==> src/rtl/fetch_stage_pkg.sv <==
// fetch_stage_pkg: shared fetch types, instruction width and default reset PC
package fetch_stage_pkg;
  localparam int INSTR_W = 32;
  typedef logic [31:0] pc_t;
  typedef struct packed {
    pc_t  pcnext;
    logic taken;
  } bp_t;
  typedef struct packed {
    pc_t                pc;
    bp_t                pred;
    logic [INSTR_W-1:0] instr;
  } fq_entry_t;
  localparam pc_t RESET_PC_DEFAULT = 32'h8000_0000;
endpackage

==> src/rtl/fetch_stage_queue.sv <==
// fetch_queue: in-order fetch buffer with alloc/fill/head pointers, filled bits and flush
module fetch_queue import fetch_stage_pkg::*; #(
  parameter int DEPTH = 4,
  localparam int AW = $clog2(DEPTH),
  localparam int PW = AW + 1
) (
  input  logic               clk,
  input  logic               rstn,
  input  logic               flush,
  input  logic               alloc,
  input  pc_t                alloc_pc,
  input  bp_t                alloc_pred,
  input  logic               fill,
  input  logic [INSTR_W-1:0] fill_instr,
  input  logic               deq,
  output logic [PW-1:0]      alloc_cnt,
  output logic [PW-1:0]      unfilled,
  output logic               head_filled,
  output fq_entry_t          head
);
  logic [PW-1:0] alloc_ptr_q, alloc_ptr_d, fill_ptr_q, fill_ptr_d, head_ptr_q, head_ptr_d;
  logic [DEPTH-1:0] filled_q, filled_d;
  fq_entry_t ent_q [DEPTH];
  fq_entry_t ent_d [DEPTH];
  always_comb begin
    alloc_ptr_d = flush ? '0 : alloc_ptr_q + PW'(alloc);
    fill_ptr_d = flush ? '0 : fill_ptr_q + PW'(fill);
    head_ptr_d = flush ? '0 : head_ptr_q + PW'(deq);
    ent_d = ent_q;
    filled_d = filled_q;
    if (alloc) begin
      ent_d[alloc_ptr_q[AW-1:0]].pc = alloc_pc;
      ent_d[alloc_ptr_q[AW-1:0]].pred = alloc_pred;
      filled_d[alloc_ptr_q[AW-1:0]] = 1'b0;
    end
    if (fill) begin
      ent_d[fill_ptr_q[AW-1:0]].instr = fill_instr;
      filled_d[fill_ptr_q[AW-1:0]] = 1'b1;
    end
    if (flush) filled_d = '0;
  end
  always_ff @(posedge clk) begin
    if (!rstn) begin
      alloc_ptr_q <= '0;
      fill_ptr_q <= '0;
      head_ptr_q <= '0;
      filled_q <= '0;
    end else begin
      alloc_ptr_q <= alloc_ptr_d;
      fill_ptr_q <= fill_ptr_d;
      head_ptr_q <= head_ptr_d;
      filled_q <= filled_d;
    end
    ent_q <= ent_d;
  end
  assign alloc_cnt = alloc_ptr_q - head_ptr_q;
  assign unfilled = alloc_ptr_q - fill_ptr_q;
  assign head = ent_q[head_ptr_q[AW-1:0]];
  assign head_filled = filled_q[head_ptr_q[AW-1:0]];
endmodule

==> src/rtl/fetch_stage.sv <==
// fetch_stage: fetch PC owner issuing predicted-path imem requests into a flushable fetch queue
module fetch_stage import fetch_stage_pkg::*; #(
  parameter int  FQ_DEPTH = 4,
  parameter pc_t RESET_PC = RESET_PC_DEFAULT
) (
  input  logic               clk,
  input  logic               rstn,
  input  logic               redirect_valid,
  input  pc_t                redirect_pc,
  output logic               bp_valid,
  output logic               bp_ready,
  output pc_t                bp_pc,
  input  bp_t                bp_pred,
  output logic               imem_req_valid,
  input  logic               imem_req_ready,
  output pc_t                imem_req_addr,
  input  logic               imem_rsp_valid,
  input  logic [INSTR_W-1:0] imem_rsp_data,
  output logic               dec_valid,
  input  logic               dec_ready,
  output pc_t                dec_pc,
  output logic [INSTR_W-1:0] dec_instr,
  output bp_t                dec_pred
);
  localparam int PW = $clog2(FQ_DEPTH) + 1;
  localparam logic [PW:0] FQ_LIMIT = (PW+1)'(FQ_DEPTH);
  logic [PW-1:0] alloc_cnt, unfilled, unfilled_after, drop_cnt_q, drop_cnt_d, drop_after;
  logic [PW:0] credit_used;
  pc_t pc_q, pc_d;
  logic fire, fill, drop, deq, head_filled;
  fq_entry_t head;
  always_comb begin
    credit_used = {1'b0, alloc_cnt} + {1'b0, drop_cnt_q};
    imem_req_valid = !redirect_valid && credit_used < FQ_LIMIT;
    fire = imem_req_valid && imem_req_ready;
    drop = imem_rsp_valid && drop_cnt_q != '0;
    fill = imem_rsp_valid && drop_cnt_q == '0;
    drop_after = drop_cnt_q - PW'(drop);
    unfilled_after = unfilled - PW'(fill);
    drop_cnt_d = redirect_valid ? drop_after + unfilled_after : drop_after;
    pc_d = redirect_valid ? redirect_pc : fire ? bp_pred.pcnext : pc_q;
    dec_valid = alloc_cnt != '0 && head_filled && !redirect_valid;
    deq = dec_valid && dec_ready;
  end
  always_ff @(posedge clk) begin
    if (!rstn) begin
      pc_q <= RESET_PC;
      drop_cnt_q <= '0;
    end else begin
      pc_q <= pc_d;
      drop_cnt_q <= drop_cnt_d;
    end
  end
  fetch_queue #(.DEPTH(FQ_DEPTH)) u_fq (
    .clk         (clk),
    .rstn        (rstn),
    .flush       (redirect_valid),
    .alloc       (fire),
    .alloc_pc    (pc_q),
    .alloc_pred  (bp_pred),
    .fill        (fill),
    .fill_instr  (imem_rsp_data),
    .deq         (deq),
    .alloc_cnt   (alloc_cnt),
    .unfilled    (unfilled),
    .head_filled (head_filled),
    .head        (head)
  );
  assign bp_valid = imem_req_valid;
  assign bp_ready = fire;
  assign bp_pc = pc_q;
  assign imem_req_addr = pc_q;
  assign dec_pc = head.pc;
  assign dec_instr = head.instr;
  assign dec_pred = head.pred;
  assert property (@(posedge clk) disable iff (!rstn) !(imem_rsp_valid && unfilled == '0 && drop_cnt_q == '0));
endmodule
==> config.mk <==
export PLATFORM = sky130hd
export DESIGN_NAME = fetch_stage
export DESIGN_NICKNAME = d
export VERILOG_FILES = /design/src/rtl/fetch_stage_pkg.sv /design/src/rtl/fetch_stage_queue.sv /design/src/rtl/fetch_stage.sv
export SDC_FILE = /design/constraint.sdc
export NUM_CORES = 1
export LEC_CHECK = 0
export ABC_CLOCK_PERIOD_IN_PS = 9100
export CAP_MARGIN = 25
export CORE_MARGIN = 8
export CORE_UTILIZATION = 54
export DETAILED_ROUTE_END_ITERATION = 6
export PLACE_DENSITY = 0.9
export SLEW_MARGIN = 20
export SYNTH_ARGS = -nofsm -noshare
export SYNTH_HDL_FRONTEND = slang
export SYNTH_SLANG_ARGS = --single-unit
==> constraint.sdc <==
create_clock -name clk -period 9.1 [get_ports clk]
set_input_delay 1.365 -clock clk [delete_from_list [all_inputs] [get_ports clk]]
set_output_delay 1.365 -clock clk [all_outputs]
set_load 0.05 [all_outputs]
Yosys cells after proc, flatten, opt, wreduce, memory -nomap -nowiden
Cells that the tools add are included.
- add/subtract/negate cells: 9
- magnitude comparators: 11
- multiplexer cells: 25
- bitwise logic cells: 7
- reduce and logical (&&, ||, !) cells: 17
- operators by type and width (kind ; number):
    388-bit bitwise mux ; 3
    388-bit 2-to-1 mux ; 2
    97-bit demux with 2-bit select ; 3
    97-bit 2-to-1 mux ; 3
    97-bit binary-select mux with 2-bit select ; 1
    32-bit 2-to-1 mux ; 3
    65-bit 2-to-1 mux ; 1
    1-bit logical AND ; 11
    3-bit by 1-bit adder with 3-bit output ; 3
    3-bit greater-or-equal comparator, second input constant ; 3
    2-bit by 3-bit less-than comparator with 1-bit output, second input constant ; 3
    2-bit inverter with 3-bit output ; 3
    4-bit 2-to-1 mux ; 2
    3-bit by 1-bit less-than comparator with 1-bit output, second input constant ; 2
    3-bit nonzero test ; 2
    3-bit by 1-bit subtractor with 3-bit output ; 2
    3-bit subtractor ; 2
    3-bit by 3-bit adder with 4-bit output ; 1
    4-bit bitwise AND ; 1
    1-bit demux with 2-bit select ; 2
    2-bit by 1-bit greater-or-equal comparator with 1-bit output, second input constant ; 2
    4-bit by 3-bit less-than comparator with 1-bit output, second input constant ; 1
    4-bit inverter ; 1
    4-bit bitwise OR ; 1
    9 further kinds ; 11
- bits in registers: 436
- input bits: 103
- logic and storage cells: 91

Longest topological paths before layout
Gate-level depths: netlist (run 1).
- word-level depth: 10
- mapped depth: 16

Hierarchy
From an unflattened synthesis (run 1), not the netlist that was laid out.
- cell total of the unflattened synthesis: 959
- area, all modules: 17813.3 sq um
- by module, submodules not included (module ; instances ; cells each ; area an instance (sq um) ; seq. area each (sq um)):
    fetch_queue ; 1 ; 713 ; 15528.6 ; 11911.4
    fetch_stage ; 1 ; 246 ; 2284.7 ; 700.7

Least setup slack after synthesis (run 1)
No wires, ideal clock.
- kind: register -> register
- start: register u_fq.head_ptr_q[1]
- end: register u_fq.ent_q[323] in the netlist's numbering (enable)
- library setup time: 568 ps
- arrival time: 7470 ps
- setup slack: 1062 ps
- cell stages (with the launch flop): 14
- path buffers: 5
- cells stage by stage: dfxtp_1 buf_2 buf_1 buf_1 inv_1 fa_1 xor2_1 xnor2_1 ha_1 nor4_1 nand3_1 clkbuf_1 buf_2 nor3_1
- longest elaborated chain between the ends: 8
- RTL lines (what ; RTL line ; source):
    start: declaration ; fetch_stage_queue.sv:21 ; logic [PW-1:0] alloc_ptr_q, alloc_ptr_d, fill_ptr_q, fill_ptr_d, head_ptr_q, head_ptr_d;
    start signal: assignment ; fetch_stage_queue.sv:51 ; head_ptr_q <= head_ptr_d;
    3-bit subtractor (*) ; fetch_stage_queue.sv:56 ; assign alloc_cnt = alloc_ptr_q - head_ptr_q;
    3-bit by 3-bit adder with 4-bit output (*) ; fetch_stage.sv:33 ; credit_used = {1'b0, alloc_cnt} + {1'b0, drop_cnt_q};
    4-bit by 3-bit less-than comparator with 1-bit output (*) ; fetch_stage.sv:34 ; imem_req_valid = !redirect_valid && credit_used < FQ_LIMIT;
    1-bit logical AND (*) ; fetch_stage.sv:34 ;
    1-bit logical AND (*) ; fetch_stage.sv:35 ; fire = imem_req_valid && imem_req_ready;
    388-bit 2-to-1 mux (*) ; fetch_stage_queue.sv:31 ; if (alloc) begin
    388-bit bitwise mux ; fetch_stage_queue.sv:37 ; ent_d[fill_ptr_q[AW-1:0]].instr = fill_instr;
    388-bit 2-to-1 mux (*) ; fetch_stage_queue.sv:36 ; if (fill) begin
    end signal: assignment ; fetch_stage_queue.sv:54 ; ent_q <= ent_d;
    end: declaration ; fetch_stage_queue.sv:23 ; fq_entry_t ent_q [DEPTH];
Every way passes the cells marked *; elsewhere a longest branch is shown, timed or not.
A chain may end at the register's enable or synchronous reset.

Final worst setup path (run 1)
- start: register u_fq.head_ptr_q[1]
- end: output bp_ready
- longest elaborated chain between the ends: 5
- RTL lines (what ; RTL line ; source):
    3-bit subtractor ; fetch_stage_queue.sv:56 ;
    3-bit by 3-bit adder with 4-bit output ; fetch_stage.sv:33 ;
    4-bit by 3-bit less-than comparator with 1-bit output ; fetch_stage.sv:34 ;
    1-bit logical AND ; fetch_stage.sv:34 ;
    1-bit logical AND ; fetch_stage.sv:35 ;
    end: declaration ; fetch_stage.sv:11 ; output logic bp_ready,
Every way passes these cells.

==> results.ini, run 1 <==
[run_status]
status=complete, no violations

[pwr]
p_per_area_nw_per_um2=230
ir_drop_mv=0.190
p_comb_share_pct=17.9
switching_share_pct=27.0
p_sw_uw=1350
power_leakage_uw=0.00725
internal_power_uw=3650
clockPowerShare_pct=34.9
seqPwrFrac_pct=47.1

[global_routing]
grt_pass1_wl_um=59600
grt_overflow_total=0
groute.usage.overall_pct=20.2
antenna_found_initial=5
grt_pass1_vias=10148
grt_max_degree=65

[drt]
vias=9494
wl_per_cell_um=23.5
ant_nets=0
drc_errors=0
viasPerCell=5.72
drtIter0Drc=729
firstDrtPassIters=6
wl_um=39000

[clocking]
cts.htree.levels=2
ctsLongestPathBuffers=3
clkSinkCount=436
cts_setup_buffers=0
clk_latency_ns=0.53
root_buffer=clkbuf_16
cts_resized=0
cts_buffers=45
tritoncts=done
ctsHoldBuffers=0
path_clk_slew_ns=0.06

[run]
cap_violations=0

[floorplan]
io-pin-count=268
coreArea_um2=32200
die_w_um=196
initial_core_util_pct=54.3
num_rows=66
dieHeight_um=196
dieArea_um2=38400

[critical_path]
crit_chain=inv_1 -> fa_1 -> xor2_1 -> xnor2_1 -> ha_1 -> nor4_1 -> nand3_2 -> buf_4 -> clkinv_1 -> clkdlybuf4s50_1
cp_max_fo=40
critPathMaxStageDelay_ns=0.81
worstSetupStartpointType=flip-flop
end_kind=output pin
cp.arrival_ns=4.24
required_ns=7.74
slowest_stage=clkdlybuf4s50_1
worstSetupPathType=reg2out

[yosys]
yosysMostFrequentCell=edfxtp_1
synth_top_area_share_pct=66.6
yosysSeqAreaShare_pct=72.1
synthFlopType=edfxtp_1
synth_top_family_by_area=multiplexers
netlist_area_um2=17500
synth-warning-count=0
yosys-top-cells-count=edfxtp_1 (388), and2_1 (135), mux4_2 (98), nor3_1 (63), dfxtp_1 (48)
synth_simple_gate_area_share_pct=8.49
synth-edff-count=388
syn_nets=1090
synth.mux.area_fraction_pct=12.6
syn_avg_cell_area_um2=18.1
synth_cell_types=35
yosys-top-cells-area=edfxtp_1 (67%), mux4_2 (13%), dfxtp_1 (5.5%)
synth-compound-area-share_pct=1.37
syn_inst=969
synth_seq_cells=436
async_reset_ff_share_pct=0
synth_xor_area_share_pct=0.450
yosysTopAreaCell=edfxtp_1
synthAdderAreaFrac_pct=1.50

[placed_design]
port-buffer-count=267
place_ws_ns=3.80
gp_congestion=0.764
post-dp-hpwl_um=24100

[sta]
setup_slack_ns=3.49
tightest_slew_ns=0.990
setup_viol=0
finalMaxSlewViolations=0
finalSetupTns_ns=0
period_minus_slack_ns=5.61
hold_viol=0
maxSlewHeadroom_pct=34.0
fin_crit_sh_pct=61.6
hold_ws_ns=0.534
skew_ns=0.0113
rsz0062_at_grt=no
fmax_mhz=178

[finish]
layout.nets=1336
area_growth_pct=24.2
drive_gt1_share_pct=15.9
nFillCells=2090

[worst_hold_path]
hold_class=reg2reg

==> cell usage in the layout, fill, tap and decap left out, types with 4 or more instances in the layout <==
cell type / count
and2_1: 135
buf_4: 18
clkbuf_1: 12
clkbuf_16: 45
clkdlybuf4s50_1: 266
clkinv_1: 6
clkinv_2: 11
dfxtp_1: 46
edfxtp_1: 388
fa_1: 5
ha_1: 13
inv_1: 16
mux4_2: 98
nand2_1: 6
nor2_1: 38
nor3_1: 61
nor3_4: 4
o21ai_0: 35
xnor2_1: 5
xor2_1: 4
==> kinds of logic (layout without fill, tap and decap cells) <==
family	Yosys count	in the layout
flip-flops	436	436
AND/OR/NAND/NOR	260	260
buffers and inverters	104	386
multiplexers	98	98
AO/OA/AOI/OAI	44	44
adder cells (fa/ha/maj)	18	18
XOR/XNOR	9	9
other	0	1
==> flip-flops by register name (all words and copies together) (netlist names) <==
signal,count
u_fq.ent_q,388
bp_pc,32
u_fq.filled_q,4
drop_cnt_q,3
u_fq.alloc_ptr_q,3
u_fq.fill_ptr_q,3
u_fq.head_ptr_q,3
==> power by group through the flow <==
stage	clock network [uW]	logic, uW	registers, uW
2_1_floorplan	0	563	2430
3_3_place_gp	0	884	2390
3_5_place_dp	0	896	2400
4_1_cts	1770	905	2360
5_1_grt	1860	948	2370
6_report	1740	897	2360
==> final cells by class <==
type / count / area, um2 / area share (%)
diodes: 1 / 2.50 / 0.0115
clock buffers: 60 / 1210 / 5.58
clock inverters: 23 / 198 / 0.910
inverters: 17 / 63.8 / 0.294
multi-input cells: 429 / 4290 / 19.8
flip-flops and latches: 436 / 12600 / 58.1
well taps: 408 / 510 / 2.35
repair buffers: 286 / 2830 / 13.0
==> through the flow <==
step | cell area, um2 | std cells | power, uW | utilization (%)
final | 21700 | 1660 | 5000 | 67.5
after CTS | 21700 | 1658 | 5030 | 67.4
after detailed placement | 20300 | 1575 | 3290 | 63.0
after floorplan | 17500 | 969 | 2990 | -
after global routing | 21700 | 1659 | 5170 | 67.5
after global placement | 20300 | 1575 | 3270 | 63.0
==> critical path: cells and delay by family, from the launching register on <==
kind / cells / cell delay (ns)
simple gates: 2 / 0.46
xor+xnor: 2 / 0.38
fa+ha+maj: 2 / 0.72
flops: 1 / 0.75
buf+inv: 4 / 1.38
==> metal layers <==
metal / routed length, um / vias up / global-route usage [%]
met5: 51 / - / 0
met4: 1000 / 8 / 6.04
met3: 3630 / 85 / 5.81
met2: 19800 / 450 / 34.9
met1: 14500 / 4762 / 24.3
li1: - / 4189 / -
==> path summary, 6_finish.rpt <==
path	slack, ns	startpoint	end	depth (start not counted)
setup / recovery	3.49	u_fq.head_ptr_q[1]	bp_ready	10
hold / removal	0.53	u_fq.fill_ptr_q[2]	u_fq.fill_ptr_q[2]	2
setup reg to reg	4.01	u_fq.head_ptr_q[1]	u_fq.ent_q[84]	12
hold reg to reg	0.53	u_fq.fill_ptr_q[2]	u_fq.fill_ptr_q[2]	2
No activity file was read; power rests on OpenSTA's default activity.
==> inputs of run 2 (changes only) <==
--- a/config.mk
+++ b/config.mk
@@ -5,7 +5,7 @@
 export SDC_FILE = /design/constraint.sdc
 export NUM_CORES = 1
 export LEC_CHECK = 0
-export ABC_CLOCK_PERIOD_IN_PS = 9100
+export ABC_CLOCK_PERIOD_IN_PS = 5300
 export CAP_MARGIN = 25
 export CORE_MARGIN = 8
 export CORE_UTILIZATION = 54
==> constraint.sdc (replaced) <==
create_clock -name clk -period 5.3 [get_ports clk]
set_input_delay 0.795 -clock clk [delete_from_list [all_inputs] [get_ports clk]]
set_output_delay 0.795 -clock clk [all_outputs]
set_load 0.05 [all_outputs]
==> results.ini, run 2 (synthesis gave the netlist of run 1 again) <==
[drt]
wl_per_cell_um=23.8
drc_errors=0
ant_nets=0
vias=9529
drtIter0Drc=657
viasPerCell=5.72
firstDrtPassIters=6
wl_um=39600

[sta]
fmax_mhz=217
setup_viol=0
maxSlewHeadroom_pct=41.9
skew_ns=0.0125
tightest_slew_ns=0.871
finalSetupTns_ns=0
fin_crit_sh_pct=87.1
hold_ws_ns=0.519
finalMaxSlewViolations=0
period_minus_slack_ns=4.62
rsz0062_at_grt=no
hold_viol=0

[clocking]
cts.htree.levels=2
root_buffer=clkbuf_16
clkSinkCount=436
cts_buffers=44
clk_latency_ns=0.53
cts_resized=0
path_clk_slew_ns=0.06
ctsHoldBuffers=0
tritoncts=done
ctsLongestPathBuffers=3
cts_setup_buffers=0

[placed_design]
post-dp-hpwl_um=24800
gp_congestion=0.821
port-buffer-count=267
dpl_cell_area_um2=20400

[critical_path]
worstSetupStartpointType=flip-flop
cp_max_fo=7
reg2reg_depth=14
cp.arrival_ns=3.82
cp.depth=10
end_kind=output pin
crit_chain=inv_1 -> ha_1 -> inv_1 -> fa_1 -> xor2_1 -> xnor2_1 -> ha_1 -> nor4_1 -> and2_1 -> clkdlybuf4s50_1
critPathMaxStageDelay_ns=0.84
crit_family=buffers and inverters
required_ns=4.51
slowest_stage=clkdlybuf4s50_1
critPathBufInv=3
worstSetupPathType=reg2out

[global_routing]
grt_max_degree=100
grt_pass1_vias=10358
groute.usage.overall_pct=20.6
grt_pass1_wl_um=60400
antenna_found_initial=3
grt_overflow_total=0

[pwr]
power_leakage_uw=0.00733
p_per_area_nw_per_um2=398
ir_drop_mv=0.334
power_uw=8730

[finish]
largest_reg_flops=388
final_common_cell=edfxtp_1
area_growth_pct=25.4
final_area_um2=21900
largest_register=u_fq.ent_q
drive_gt1_share_pct=16.9
layout.nets=1342
layout_common_cells=edfxtp_1 (388), clkdlybuf4s50_1 (264), and2_1 (135), mux4_2 (98), nor3_1 (61)

[run_status]
status=complete, no violations

[floorplan]
num_rows=66
coreArea_um2=32200
io-pin-count=268
dieArea_um2=38400
die_w_um=196
initial_core_util_pct=54.3
dieHeight_um=196

[worst_hold_path]
hold_class=reg2reg
hold-path-cell-count=2

[run]
cap_violations=0

==> run 2: cell count changes in the layout (fill, tap and decap cells not counted), sizes merged <==
cell and change:
clkinvlp +4, buf +9, inv -1, clkbuf -5
clkinv +1, clkdlybuf4s50 -2
==> run 2: path summary, 6_finish.rpt <==
path,startpoint,end,slack (ns)
setup / recovery,u_fq.alloc_ptr_q[0],bp_valid,0.68
hold / removal,u_fq.filled_q[0],u_fq.filled_q[0],0.52
setup reg to reg,u_fq.alloc_ptr_q[0],u_fq.ent_q[168],1.24
hold reg to reg,u_fq.filled_q[0],u_fq.filled_q[0],0.52
==> run 2: metal layers <==
layer / GRT usage (%) / wire, um / up-vias
met3: 5.40 / 3220 / 70
met5: 0 / 23 / -
met1: 25.5 / 15400 / 4840
li1: - / - / 4210
met4: 5.47 / 828 / 4
met2: 35.6 / 20200 / 405
==> run 2: power breakdown <==
part	switching (uW)	total (uW)	leakage (uW)	internal (uW)
clock network	1260	3130	0.000731	1870
registers	97.8	4050	0.00398	3950
logic	996	1560	0.00262	566
==> run 2: through the flow <==
step	utilization, %	instances	setup WS [ns]
after floorplan	-	969	-0.735
after global routing	68.1	1665	0.428
final	68.1	1666	0.684
after CTS	68.1	1665	0.630
after global placement	63.5	1583	0.938
after detailed placement	63.5	1583	0.841
==> run 2: layout make-up <==
cell class | instances | area (um2)
flip-flops and latches | 436 | 12600
fillers | 2087 | 10300
multi-input cells | 429 | 4310
repair buffers | 293 | 2930
clock buffers | 55 | 1280
well taps | 408 | 510
clock inverters | 27 | 226
inverters | 17 | 63.8
diodes | 1 | 2.50
==> run 2: worst register-to-register path, stage by stage, from the launching register on <==
cell and delay, ns:
dfxtp_1 0.39, inv_1 0.23, ha_1 0.19, inv_1 0.05, fa_1 0.36, xor2_1 0.16, xnor2_1 0.20, ha_1 0.26
nor4_1 0.34, nand3_2 0.12, buf_4 0.32, clkinv_1 0.14, buf_4 0.30, and3_4 0.25, buf_12 0.36
==> edit, RTL diff (config.mk and constraints of run 1) <==
Put a register stage on the output `dec_pred`. The value now appears one clock later. The other outputs are not delayed to match.
--- a/src/rtl/fetch_stage.sv
+++ b/src/rtl/fetch_stage.sv
@@ -74,3 +74,5 @@
   assign dec_instr = head.instr;
-  assign dec_pred = head.pred;
+  always_ff @(posedge clk) begin
+    dec_pred <= head.pred;
+  end
   assert property (@(posedge clk) disable iff (!rstn) !(imem_rsp_valid && unfilled == '0 && drop_cnt_q == '0));
Behaviour: not the same (Yosys sat finds a counterexample within 4 cycles, from zero or initial values and one cycle with rstn low).
==> edit against run 1 <==
Via count grew 1.8%; clock skew grew 0.0068 ns; sequential cell count grew 33; sequential share of layout area grew 1.2 points; power grew 4.3%; combinational power shrank 1%; worst setup slack lost 0.53 ns; wire length grew 1.8%; largest power group unchanged; die area grew 6.0%; global-route usage shrank 1.0 points; synthesized cell count grew 10%; cell area grew 3.1%; area after synthesis grew 6.5%.
==> edit: results (changes against run 1) <==
INFO  metric ir_worst_vdd = 0.204 mV (was 0.190 mV)
INFO  metric final_layout_size_suffix_gt1_share = 15.3% (was 15.9%)
INFO  metric critical_path.max_fanout = 52 (was 40)
INFO  metric drtIter0Drc = 724 (was 729)
INFO  metric relative_area_of_clock_buffers_and_inverters_in_the_final_design = 6.47% (was 6.49%)
INFO  metric grt_util_met1 = 23.8% (was 24.3%)
INFO  metric grt_antenna_before_repair = 4 (was 5)
INFO  metric vias_per_cell = 5.58 (was 5.72)
INFO  metric routed-wl-met3 = 3.52 mm (was 3.63 mm)
INFO  metric worst-endpoint-arrival = 4.77 ns (was 4.24 ns)
INFO  metric synth_top_cells_by_count = edfxtp_1, and2_1, mux4_2 (unchanged)
INFO  metric cts_buffers = 46 (was 45)
INFO  metric hpwl = 24.1 mm (about the same)
INFO  metric status = finished, final reports clean (unchanged)
INFO  metric detailedRoute.firstPassIterationCount = 5 (was 6)
INFO  metric pg_seq = 2.52 mW (was 2.36 mW)
INFO  metric cellLeakagePower = 7.49 nW (was 7.25 nW)
INFO  metric non_clock_buffer_count = 278 (was 286)
INFO  metric syn-mean-instance-area = 17.5 µm² (was 18.1 µm²)
INFO  metric clock_skew = 0.0182 ns (was 0.0113 ns)
INFO  metric wire_per_inst = 22.9 µm (was 23.5 µm)
INFO  metric bufAreaShareNonClock = 12.2% (was 13.0%)
INFO  metric postSynthNetCount = 1,187 (was 1,090)
INFO  metric grt_pass1_wl = 60.4 mm (was 59.6 mm)
INFO  metric maximum_number_of_pins_on_one_net_before_global_route_repair = 67 (was 65)
INFO  metric worst_skew_pair.late_latency = 0.55 ns (was 0.53 ns)
INFO  metric pwr-share-comb = 17.1% (was 17.9%)
INFO  metric critPathMaxStageDelay = 0.95 ns (was 0.81 ns)
INFO  metric groute.layer.met3.usage = 5.22% (was 5.81%)
INFO  metric first_global_vias = 10,100 (about the same)
INFO  metric finish.net_count = 1,362 (was 1,336)
INFO  metric worst_slew_pin_slew = 1.05 ns (was 0.990 ns)
INFO  metric groute.usage.overall = 19.1% (was 20.2%)
INFO  metric area.growth.synth_to_final = 20.2% (was 24.2%)
INFO  metric synth_top_area_share = 62.5% (was 66.6%)
-- edit: kinds of logic (layout without fill, tap and decap cells) --
logic type                 after synthesis  in the layout  synth area share [%]
and+or+nand+nor                        260            260                  7.97
buffers and inverters                  168            379                  5.87
DFF                                    469            469                  71.2
other                                    0              1                     0
muxes                                   98             98                  11.8
AOI/OAI and AO/OA                       44             44                  1.29
xor gates and xnor gates                 9              9                 0.423
adders and majority gates               18             18                  1.41
-- edit: worst paths after layout --
path                                               startpoint                     endpoint  slack, ns  depth (start not counted)
worst max-delay path            u_fq.head_ptr_q[1]$_SDFF_PP0_                     bp_ready       2.97                          9
worst min-delay path              u_fq.filled_q[2]$_SDFF_PP0_  u_fq.filled_q[2]$_SDFF_PP0_       0.52                          2
worst max register to register  u_fq.head_ptr_q[1]$_SDFF_PP0_    u_fq.ent_q[141]$_DFFE_PP_       4.38                          9
worst min register to register    u_fq.filled_q[2]$_SDFF_PP0_  u_fq.filled_q[2]$_SDFF_PP0_       0.52                          2
